<file path="src/rtl/matriz_pkg.sv">
// Shared definitions for the sequential matrix multiplier: element packing,
// FSM encoding and accumulator sizing.
package matriz_pkg;

  typedef enum logic [1:0] {
    IDLE = 2'd0,
    RUN  = 2'd1,
    DONE = 2'd2
  } state_t;

  // Bit offset of element (r,c) in a flattened row-major matrix bus.
  function automatic int elem_idx(input int r, input int c, input int max_dim, input int data_w);
    return data_w * (c + max_dim * r);
  endfunction

  // Wide enough for up to 8 full-scale products of either signedness.
  function automatic int acc_w(input int data_w);
    return 2 * data_w + 4;
  endfunction

endpackage

</file>
<file path="src/rtl/matriz_mult_seq_mac_sat.sv">
// Single multiply-accumulate lane with result narrowing (clamp or wrap) and range flag.
// Combinational product/sum/narrowing; only the accumulator is registered.
module mac_sat
  import matriz_pkg::*;
#(
  parameter int DATA_W   = 8,
  parameter int SATURATE = 1
) (
  input  logic              clk,
  input  logic              reset_n,
  input  logic              clr,
  input  logic              en,
  input  logic              last,
  input  logic              signed_mode,
  input  logic [DATA_W-1:0] a,
  input  logic [DATA_W-1:0] b,
  output logic [DATA_W-1:0] res,
  output logic              ovf
);

  localparam int ACC_W = acc_w(DATA_W);
  localparam int PAD   = ACC_W - DATA_W;

  localparam logic signed [ACC_W-1:0] S_MAX = {{(PAD+1){1'b0}}, {(DATA_W-1){1'b1}}};
  localparam logic signed [ACC_W-1:0] S_MIN = {{(PAD+1){1'b1}}, {(DATA_W-1){1'b0}}};
  localparam logic signed [ACC_W-1:0] U_MAX = {{PAD{1'b0}}, {DATA_W{1'b1}}};

  logic signed [ACC_W-1:0] a_ext, b_ext, prod, sum, acc;
  logic hi, lo;

  always_comb begin
    a_ext = signed_mode ? {{PAD{a[DATA_W-1]}}, a} : {{PAD{1'b0}}, a};
    b_ext = signed_mode ? {{PAD{b[DATA_W-1]}}, b} : {{PAD{1'b0}}, b};
    prod  = a_ext * b_ext;
    sum   = acc + prod;
    if (signed_mode) begin
      hi = sum > S_MAX;
      lo = sum < S_MIN;
    end else begin
      hi = sum > U_MAX;
      lo = sum[ACC_W-1];
    end
    ovf = hi | lo;
    res = sum[DATA_W-1:0];
    if (SATURATE != 0) begin
      if (hi) res = signed_mode ? S_MAX[DATA_W-1:0] : U_MAX[DATA_W-1:0];
      if (lo) res = signed_mode ? S_MIN[DATA_W-1:0] : '0;
    end
  end

  // The final term of a dot product is consumed via sum, so the accumulator restarts at zero.
  always_ff @(posedge clk or negedge reset_n) begin
    if (!reset_n) begin
      acc <= '0;
    end else if (clr) begin
      acc <= '0;
    end else if (en) begin
      acc <= last ? '0 : sum;
    end
  end

endmodule

</file>
<file path="src/rtl/matriz_mult_seq.sv">
// Sequential C = A x B for run-time n x n (1..MAX_DIM), one MAC per clock.
// Latency start->done is n^3+1 cycles; start is ignored while busy or done.
module matriz_mult_seq
  import matriz_pkg::*;
#(
  parameter int MAX_DIM  = 5,
  parameter int DATA_W   = 8,
  parameter int SATURATE = 1
) (
  input  logic                              clk,
  input  logic                              reset_n,
  input  logic                              start,
  input  logic [3:0]                        size,
  input  logic                              signed_mode,
  input  logic [MAX_DIM*MAX_DIM*DATA_W-1:0] matriz_a,
  input  logic [MAX_DIM*MAX_DIM*DATA_W-1:0] matriz_b,
  output logic [MAX_DIM*MAX_DIM*DATA_W-1:0] matriz_resultante,
  output logic                              busy,
  output logic                              done,
  output logic                              overflow
);

  localparam int MW = MAX_DIM * MAX_DIM * DATA_W;
  localparam int IW = $clog2(MW);

  state_t            state;
  logic [MW-1:0]     a_q, b_q;
  logic [3:0]        n_q, row, col, k, n_eff;
  logic              sgn_q;
  logic [IW-1:0]     a_idx, b_idx, c_idx;
  logic [DATA_W-1:0] a_el, b_el, res;
  logic              mac_ovf, last, acc_clr, mac_en;

  always_comb begin
    n_eff   = (size == 4'd0 || size > 4'(MAX_DIM)) ? 4'(MAX_DIM) : size;
    a_idx   = IW'(elem_idx(int'(row), int'(k), MAX_DIM, DATA_W));
    b_idx   = IW'(elem_idx(int'(k), int'(col), MAX_DIM, DATA_W));
    c_idx   = IW'(elem_idx(int'(row), int'(col), MAX_DIM, DATA_W));
    a_el    = a_q[a_idx +: DATA_W];
    b_el    = b_q[b_idx +: DATA_W];
    last    = (k == n_q - 4'd1);
    mac_en  = (state == RUN);
    acc_clr = (state == IDLE) && start;
  end

  mac_sat #(
    .DATA_W  (DATA_W),
    .SATURATE(SATURATE)
  ) u_mac (
    .clk        (clk),
    .reset_n    (reset_n),
    .clr        (acc_clr),
    .en         (mac_en),
    .last       (last),
    .signed_mode(sgn_q),
    .a          (a_el),
    .b          (b_el),
    .res        (res),
    .ovf        (mac_ovf)
  );

  always_ff @(posedge clk or negedge reset_n) begin
    if (!reset_n) begin
      state             <= IDLE;
      a_q               <= '0;
      b_q               <= '0;
      n_q               <= '0;
      sgn_q             <= 1'b0;
      row               <= '0;
      col               <= '0;
      k                 <= '0;
      matriz_resultante <= '0;
      busy              <= 1'b0;
      done              <= 1'b0;
      overflow          <= 1'b0;
    end else begin
      case (state)
        IDLE: begin
          if (start) begin
            a_q               <= matriz_a;
            b_q               <= matriz_b;
            n_q               <= n_eff;
            sgn_q             <= signed_mode;
            row               <= '0;
            col               <= '0;
            k                 <= '0;
            matriz_resultante <= '0;
            overflow          <= 1'b0;
            busy              <= 1'b1;
            state             <= RUN;
          end
        end
        RUN: begin
          if (last) begin
            matriz_resultante[c_idx +: DATA_W] <= res;
            overflow <= overflow | mac_ovf;
            k        <= '0;
            if (col == n_q - 4'd1) begin
              col <= '0;
              if (row == n_q - 4'd1) begin
                row   <= '0;
                busy  <= 1'b0;
                done  <= 1'b1;
                state <= DONE;
              end else begin
                row <= row + 4'd1;
              end
            end else begin
              col <= col + 4'd1;
            end
          end else begin
            k <= k + 4'd1;
          end
        end
        DONE: begin
          done  <= 1'b0;
          state <= IDLE;
        end
        default: state <= IDLE;
      endcase
    end
  end

endmodule

</file>
<file path="config.mk">
export PLATFORM = sky130hd
export DESIGN_NAME = matriz_mult_seq
export DESIGN_NICKNAME = d
export VERILOG_FILES = /design/src/rtl/matriz_pkg.sv /design/src/rtl/matriz_mult_seq_mac_sat.sv /design/src/rtl/matriz_mult_seq.sv
export SDC_FILE = /design/constraint.sdc
export NUM_CORES = 2
export LEC_CHECK = 0
export BUFFER_PORTS_ARGS = -buffer_cell sky130_fd_sc_hd__clkbuf_2
export CORE_MARGIN = 2
export CORE_UTILIZATION = 50
export CTS_CLUSTER_SIZE = 40
export DETAILED_ROUTE_END_ITERATION = 8
export GPL_TIMING_DRIVEN = 0
export PLACE_DENSITY = 0.8
export SLEW_MARGIN = 25
export SYNTH_ARGS = -nofsm -noshare
export SYNTH_HDL_FRONTEND = slang
export SYNTH_SLANG_ARGS = --single-unit
</file>
<file path="constraint.sdc">
create_clock -name clk -period 28.7 [get_ports clk]
set_input_delay 1.435 -clock clk [delete_from_list [all_inputs] [get_ports clk]]
set_output_delay 1.435 -clock clk [all_outputs]
set_load 0.01 [all_outputs]
</file>
Yosys cells after proc, flatten, opt, wreduce, memory -nomap -nowiden
Cells that the tools add are included.

Latch bits: 0. Bits in read-only memories: 0. Register bits after elaboration: 642. RAM bits: 0. Input bits: 408. Memories kept: 0.

Add/sub/neg operators: 9. Bitwise operators: 2. Reductions and logical operators: 14. Eq/ne operators: 9. $lt $le $gt $ge: 4. Div/mod/pow operators: 0. Mux-type cells: 43. Multiply operators: 3. Shifts and indexed selects: 4.

Operator list (number): two-way mux 200 bit (2); one-hot mux 200 bit (2 select lines) (1); indexed part select 200 x 9 -> 8 bit (2); bitwise mux 200 bit (1); variable shift 8 x 10 -> 200 bit (first input constant) (1); indexed part select 8 x 10 -> 200 bit (1); two-way mux 20 bit (5); two-way mux 4 bit (8); two-way mux 8 bit (4); one-hot mux 4 bit (2 select lines) (3); adder 20 bit (1); > comparator 20 x 8 -> 1 bit (second input constant) (1); > comparator 20 x 9 -> 1 bit (second input constant) (1); < comparator 20 x 8 -> 1 bit (second input constant) (1); multiplier 20 x 20 -> 20 bit (1); adder 4 x 1 -> 4 bit (second input constant) (3); equality test 4 bit (3); AND reduction 4 bit (3); two-way mux 1 bit (11); adder 4 x 5 -> 5 bit (2); multiplier 3 x 4 -> 5 bit (first input constant) (2); negation 8 -> 10 bit (1); two-way mux 2 bit (4); != test 2 x 1 -> 1 bit (second input constant) (3); 17 further kinds (23).

Logic depth before layout (Yosys ltp)
Depth in word-level cells: 14. Depth in mapped cells: 43.

Cells and area by module
From an unflattened synthesis, not the netlist that was laid out.

Cells, all modules: 3594. Area total of the unflattened synthesis: 35106.2 um^2.

Modules (own cells, without submodules): matriz_mult_seq (times used 1, seq. area each 15564.9 um^2, area each 28220.8 um^2, cells each 2831); mac_sat (times used 1, seq. area each 500.5 um^2, area each 6885.4 um^2, cells each 763).

Worst setup path before layout
OpenSTA, ideal clock, no wires.

Kind: reg-to-reg. Start point: register row[0]. End point: register matriz_resultante[101]. Setup slack: 18.527 ns. Stages on the path, launching flop included: 40. Library setup time: 0.121 ns. Buffers on the path: 7. Data arrival time: 10.052 ns. Cell sequence: dfrtp_1 > ha_1 > fa_1 > buf_2 > buf_1 > clkbuf_1 > clkbuf_1 > mux4_2 > mux4_2 > a21oi_1 > clkbuf_1 > or2_2 > fa_1 > inv_1 > fa_1 > inv_1 > fa_1 > inv_1 > (+4 left out) > fa_1 > inv_1 > fa_1 > inv_1 > ha_1 > and3_1 > a211o_1 > a31oi_1 > a21o_1 > o21ai_1 > a31oi_1 > xnor2_1 > or3_4 > and3_1 > buf_6 > o21a_4 > buf_6 > a22o_1.

Cells in the longest elaborated chain, start to end: 14. Elaborated cells on any way between the ends: 20. Classes of those cells: 4 x add/sub; 2 x mul; 3 x order compare; 3 x shift; 8 x mux.

Ends and longest elaborated chain: start, declared (RTL line matriz_mult_seq.sv:28) `logic [3:0] n_q, row, col, k, n_eff;`; start signal, assigned (RTL line matriz_mult_seq.sv:106) `row <= row + 4'd1;`; multiplier 3 x 4 -> 5 bit * (RTL line matriz_pkg.sv:13) `return data_w * (c + max_dim * r);`; adder 5 bit (RTL line matriz_pkg.sv:13); indexed part select 200 x 9 -> 8 bit (RTL line matriz_mult_seq.sv:39) `a_el = a_q[a_idx +: DATA_W];`; two-way mux 20 bit (RTL line matriz_mult_seq_mac_sat.sv:32) `a_ext = signed_mode ? {{PAD{a[DATA_W-1]}}, a} : {{PAD{1'b0}}, a};`; multiplier 20 x 20 -> 20 bit (RTL line matriz_mult_seq_mac_sat.sv:34) `prod = a_ext * b_ext;`; adder 20 bit (RTL line matriz_mult_seq_mac_sat.sv:35) `sum = acc + prod;`; > comparator 20 x 9 -> 1 bit / > comparator 20 x 8 -> 1 bit (equally long branches) (RTL line matriz_mult_seq_mac_sat.sv:40, matriz_mult_seq_mac_sat.sv:37); two-way mux 1 bit (RTL line matriz_mult_seq_mac_sat.sv:36) `if (signed_mode) begin`; two-way mux 8 bit (RTL line matriz_mult_seq_mac_sat.sv:46) `if (hi) res = signed_mode ? S_MAX[DATA_W-1:0] : U_MAX[DATA_W-1:0];`; two-way mux 8 bit (RTL line matriz_mult_seq_mac_sat.sv:47) `if (lo) res = signed_mode ? S_MIN[DATA_W-1:0] : '0;`; indexed part select 8 x 10 -> 200 bit (RTL line matriz_mult_seq.sv:95) `matriz_resultante[c_idx +: DATA_W] <= res;`; bitwise mux 200 bit * (RTL line matriz_mult_seq.sv:95); two-way mux 200 bit * (RTL line matriz_mult_seq.sv:94) `if (last) begin`; one-hot mux 200 bit (2 select lines) * (RTL line matriz_mult_seq.sv:77) `case (state)`; end signal, assigned by index (RTL line matriz_mult_seq.sv:95); end, declared (RTL line matriz_mult_seq.sv:17) `output logic [MAX_DIM*MAX_DIM*DATA_W-1:0] matriz_resultante,`.

Mark *: on every way between the ends. The rest lies on a longest branch, timed or not. The select of a mux whose other input is x is not followed. A chain may end at the register's enable or synchronous reset.

Worst setup path after layout
Start point: register row[0]. End point: register matriz_resultante[143].

The elaborated chain is that of the path after synthesis.

==> impl_metrics.tcl <==
set metrics [dict create \
    status "complete, no violations" \
    max_stage_delay_ns 0.83 \
    grt_max_degree 91 \
    grt_overflow_total 0 \
    worst_pin_slew_ns 1.039 \
    die_h_microns 265.3 \
    nFillCells 5500 \
    cp_common_cell "fa_1" \
    drive_gt1_share_pct 22.37 \
    synth_edf_count 0 \
    path_class "flip-flop to flip-flop" \
    drt_pass1_iterations 6 \
    vias 29130 \
    io_buffers 610 \
    final_cell_area_sq_um 40990 \
    boundaryPins 611 \
    timing.rr.start "row[0]" \
    avgSynthCellArea_sq_um 9.894 \
    rrSetupSlack_ns 15.05 \
    gp_congestion 0.9783 \
    num-nets-final 4794 \
    root_buffer "clkbuf_16" \
    postSynthCellCount 3450 \
    numCtsBuffers 71 \
    grt_pass1_wl_microns 174300 \
    clock_sinks 642 \
    synth_nets 4103 \
    drt_iter0_drc 2997 \
    synth_cell_types 64 \
    synth_area_sq_um 34130 \
    die_area_sq_um 70370 \
    finalCriticalPeriod_ns 13.65 \
    wl_microns 114600 \
    cpMaxStageDelayCell "clkbuf_1" \
    routedWlPerCell_microns 22.52 \
    post_cts_buffers 0 \
    clk_path_buf_depth 3 \
    fp.dieW_microns 265.3 \
    core_region_area_sq_um 67400 \
    dp_hpwl_microns 87060 \
    h-tree-depth 3 \
    cts.hold.buffers_added 0 \
    synthFlopType "dfrtp_1" \
    async_flop_share_pct 100.0 \
    finalHoldViolations 0 \
    ys_ff_latch 642 \
    slew_headroom_pct 30.72 \
    synth_top_area_cell "dfrtp_1" \
    antenna_found_initial 29 \
    worst_setup_path_end_kind "flip-flop" \
    area_delta_synth_final_pct 20.10 \
    rows 95 \
    ctsResizeCount 0 \
    arrival_ns 14.12 \
    crit_path_end "matriz_resultante[143]" \
    final_antenna_net_count 0 \
    drc 0 \
    finalCritPeriodShare_pct 47.56 \
    max_freq_ghz 0.07326 \
    dpl-instance-area_sq_um 38490 \
    grt_util_all_layers_pct 32.76 \
    ff2ff_path_depth 38 \
    initial_core_util_pct 50.65 \
    clock_latency_ns 0.62 \
    setup_viol 0 \
    via_per_inst 5.727 \
    cts_tree "yes" \
    synth-seq-area-share_pct 47.07 \
    synth_top_area_share_pct 47.07 \
    tns_ns 0 \
    critPathRequiredTime_ns 29.17 \
    clkTransAtPathRegs_ns 0.06 \
    max_cap_viol_count 0 \
    timing.rr.end "matriz_resultante[143]" \
    yosys_warnings 0 \
    crit_start "row[0]" \
    cp-start-kind "flip-flop" \
    finalMaxSlewViolations 0 \
    rsz0062_at_grt "false" \
    hold_path.class "flip-flop to flip-flop" \
    path_max_fanout 10 \
    grt_pass1_vias 29570 \
    synth_area_leaders "dfrtp_1 (47%), nand2_1 (15%), fa_1 (7.7%)" \
    fin_worst_skew_ns 0.02290 \
]
-- Yosys cell counts (3+ instances only) --
master	number
xnor2_1	52
o211ai_1	3
and2_1	9
nand2_1	1337
and3_1	10
buf_6	15
fa_1	132
nor2_1	111
nand3_1	19
nand2b_1	6
o21ai_1	4
o21a_1	4
a31oi_1	9
a21o_1	21
a21oi_1	56
clkbuf_2	4
xor2_1	14
a311o_1	4
ha_1	113
o21bai_1	4
mux4_2	108
a21o_4	5
dfrtp_1	642
inv_1	226
nand4_1	10
buf_2	9
a22oi_1	3
a22o_1	166
o21ai_0	81
or3_1	7
clkbuf_1	114
nor4_1	6
a211oi_1	6
a211o_1	3
nor2b_1	5
mux2i_1	18
buf_1	24
nor3_1	15
or2_2	45
-- cell type report --
cell class                 instances  area (sq um)  area share (%)
sequential                       642         16070           39.19
tap                              873          1092           2.665
clock buffer                      92          1967           4.798
clock inverter                    33         455.4           1.111
antenna                           21         52.55          0.1282
timing repair buffer             618          3269           7.976
multi-input combinational       2413         16450           40.14
buffer                           168         783.3           1.911
inverter                         227         852.1           2.079
-- sequential cells by signal, indices dropped and copies added, names as in the netlist --
name and count:
done 1, n_q 4, busy 1, col 4, overflow 1, b_q 200
matriz_resultante 200, u_mac.acc 20, k 4, row 4, sgn_q 1, state 2
a_q 200
-- cells in the final DEF, fill, tap and decap left out, types with 6 or more instances in the layout --
master / Yosys / layout
a211oi_1: 6 / 6
a21o_1: 21 / 21
a21oi_1: 56 / 56
a22o_1: 166 / 166
a31oi_1: 9 / 9
and2_1: 9 / 9
and3_1: 10 / 10
buf_1: 24 / 22
buf_16: 0 / 7
buf_2: 9 / 10
buf_6: 15 / 15
bufinv_16: 0 / 8
clkbuf_1: 114 / 124
clkbuf_16: 0 / 72
clkbuf_2: 4 / 615
clkbuf_8: 0 / 10
clkinv_2: 0 / 12
dfrtp_1: 642 / 642
diode_2: 0 / 21
fa_1: 132 / 132
ha_1: 113 / 113
inv_1: 226 / 226
mux2i_1: 18 / 17
mux4_2: 108 / 108
nand2_1: 1337 / 1337
nand2b_1: 6 / 6
nand3_1: 19 / 19
nand4_1: 10 / 10
nor2_1: 111 / 109
nor3_1: 15 / 15
o21ai_0: 81 / 81
or2_2: 45 / 45
or3_1: 7 / 7
xnor2_1: 52 / 52
xor2_1: 14 / 14
-- worst max-delay path: cells and delay by family (launching register included) --
family,cells,cell delay (ns)
simple gates,3,0.67
compound gates,8,1.98
flops,1,0.50
xor+xnor,1,0.17
fa+ha+maj,10,4.55
buf+inv,13,3.93
mux,3,1.67
-- per-layer routing --
metal | up-vias | routed length (microns) | GRT usage, %
met2 | 1728 | 53210 | 51.57
li1 | 12670 | - | -
met5 | - | 79 | 0
met1 | 14330 | 43470 | 42.62
met3 | 397 | 10250 | 6.536
met4 | 14 | 7543 | 18.84
-- worst min path at each step --
stage | from | end | slack (ns) | cells after the start
4_1_cts | a_q[158] | a_q[158] | 0.47 | 2
6_report | a_q[149] | a_q[149] | 0.47 | 2
2_1_floorplan | a_q[112] | a_q[112] | 0.44 | 2
3_5_place_dp | a_q[54] | a_q[54] | 0.46 | 2
5_1_grt | b_q[60] | b_q[60] | 0.49 | 2
3_3_place_gp | a_q[158] | a_q[158] | 0.45 | 2
-- through the flow --
step	cells	utilization, %	worst slack [ns]	hold slack [ns]
2_1_floorplan	3450	-	18.53	0.4403
3_3_place_gp	4933	56.80	11.29	0.4523
3_5_place_dp	4940	57.11	15.32	0.4569
4_1_cts	5065	60.71	15.24	0.4714
5_1_grt	5085	60.82	14.67	0.4858
6_report	5087	60.82	15.05	0.4673
-- cell families (layout without fill, tap and decap cells) --
group / Yosys count / count (layout) / synth area share [%]
AND/OR/NAND/NOR: 1591 / 1591 / 18.56
flip-flops: 642 / 642 / 47.07
buffers and inverters: 395 / 1138 / 4.780
AO/OA/AOI/OAI: 382 / 382 / 8.182
adder cells (fa/ha/maj): 245 / 245 / 11.88
multiplexers: 128 / 128 / 7.753
XOR/XNOR: 67 / 67 / 1.774
other: 0 / 21 / 0
Power is not shown: default switching activity piles up to over one toggle a cycle in this logic, so the estimate is an artifact.
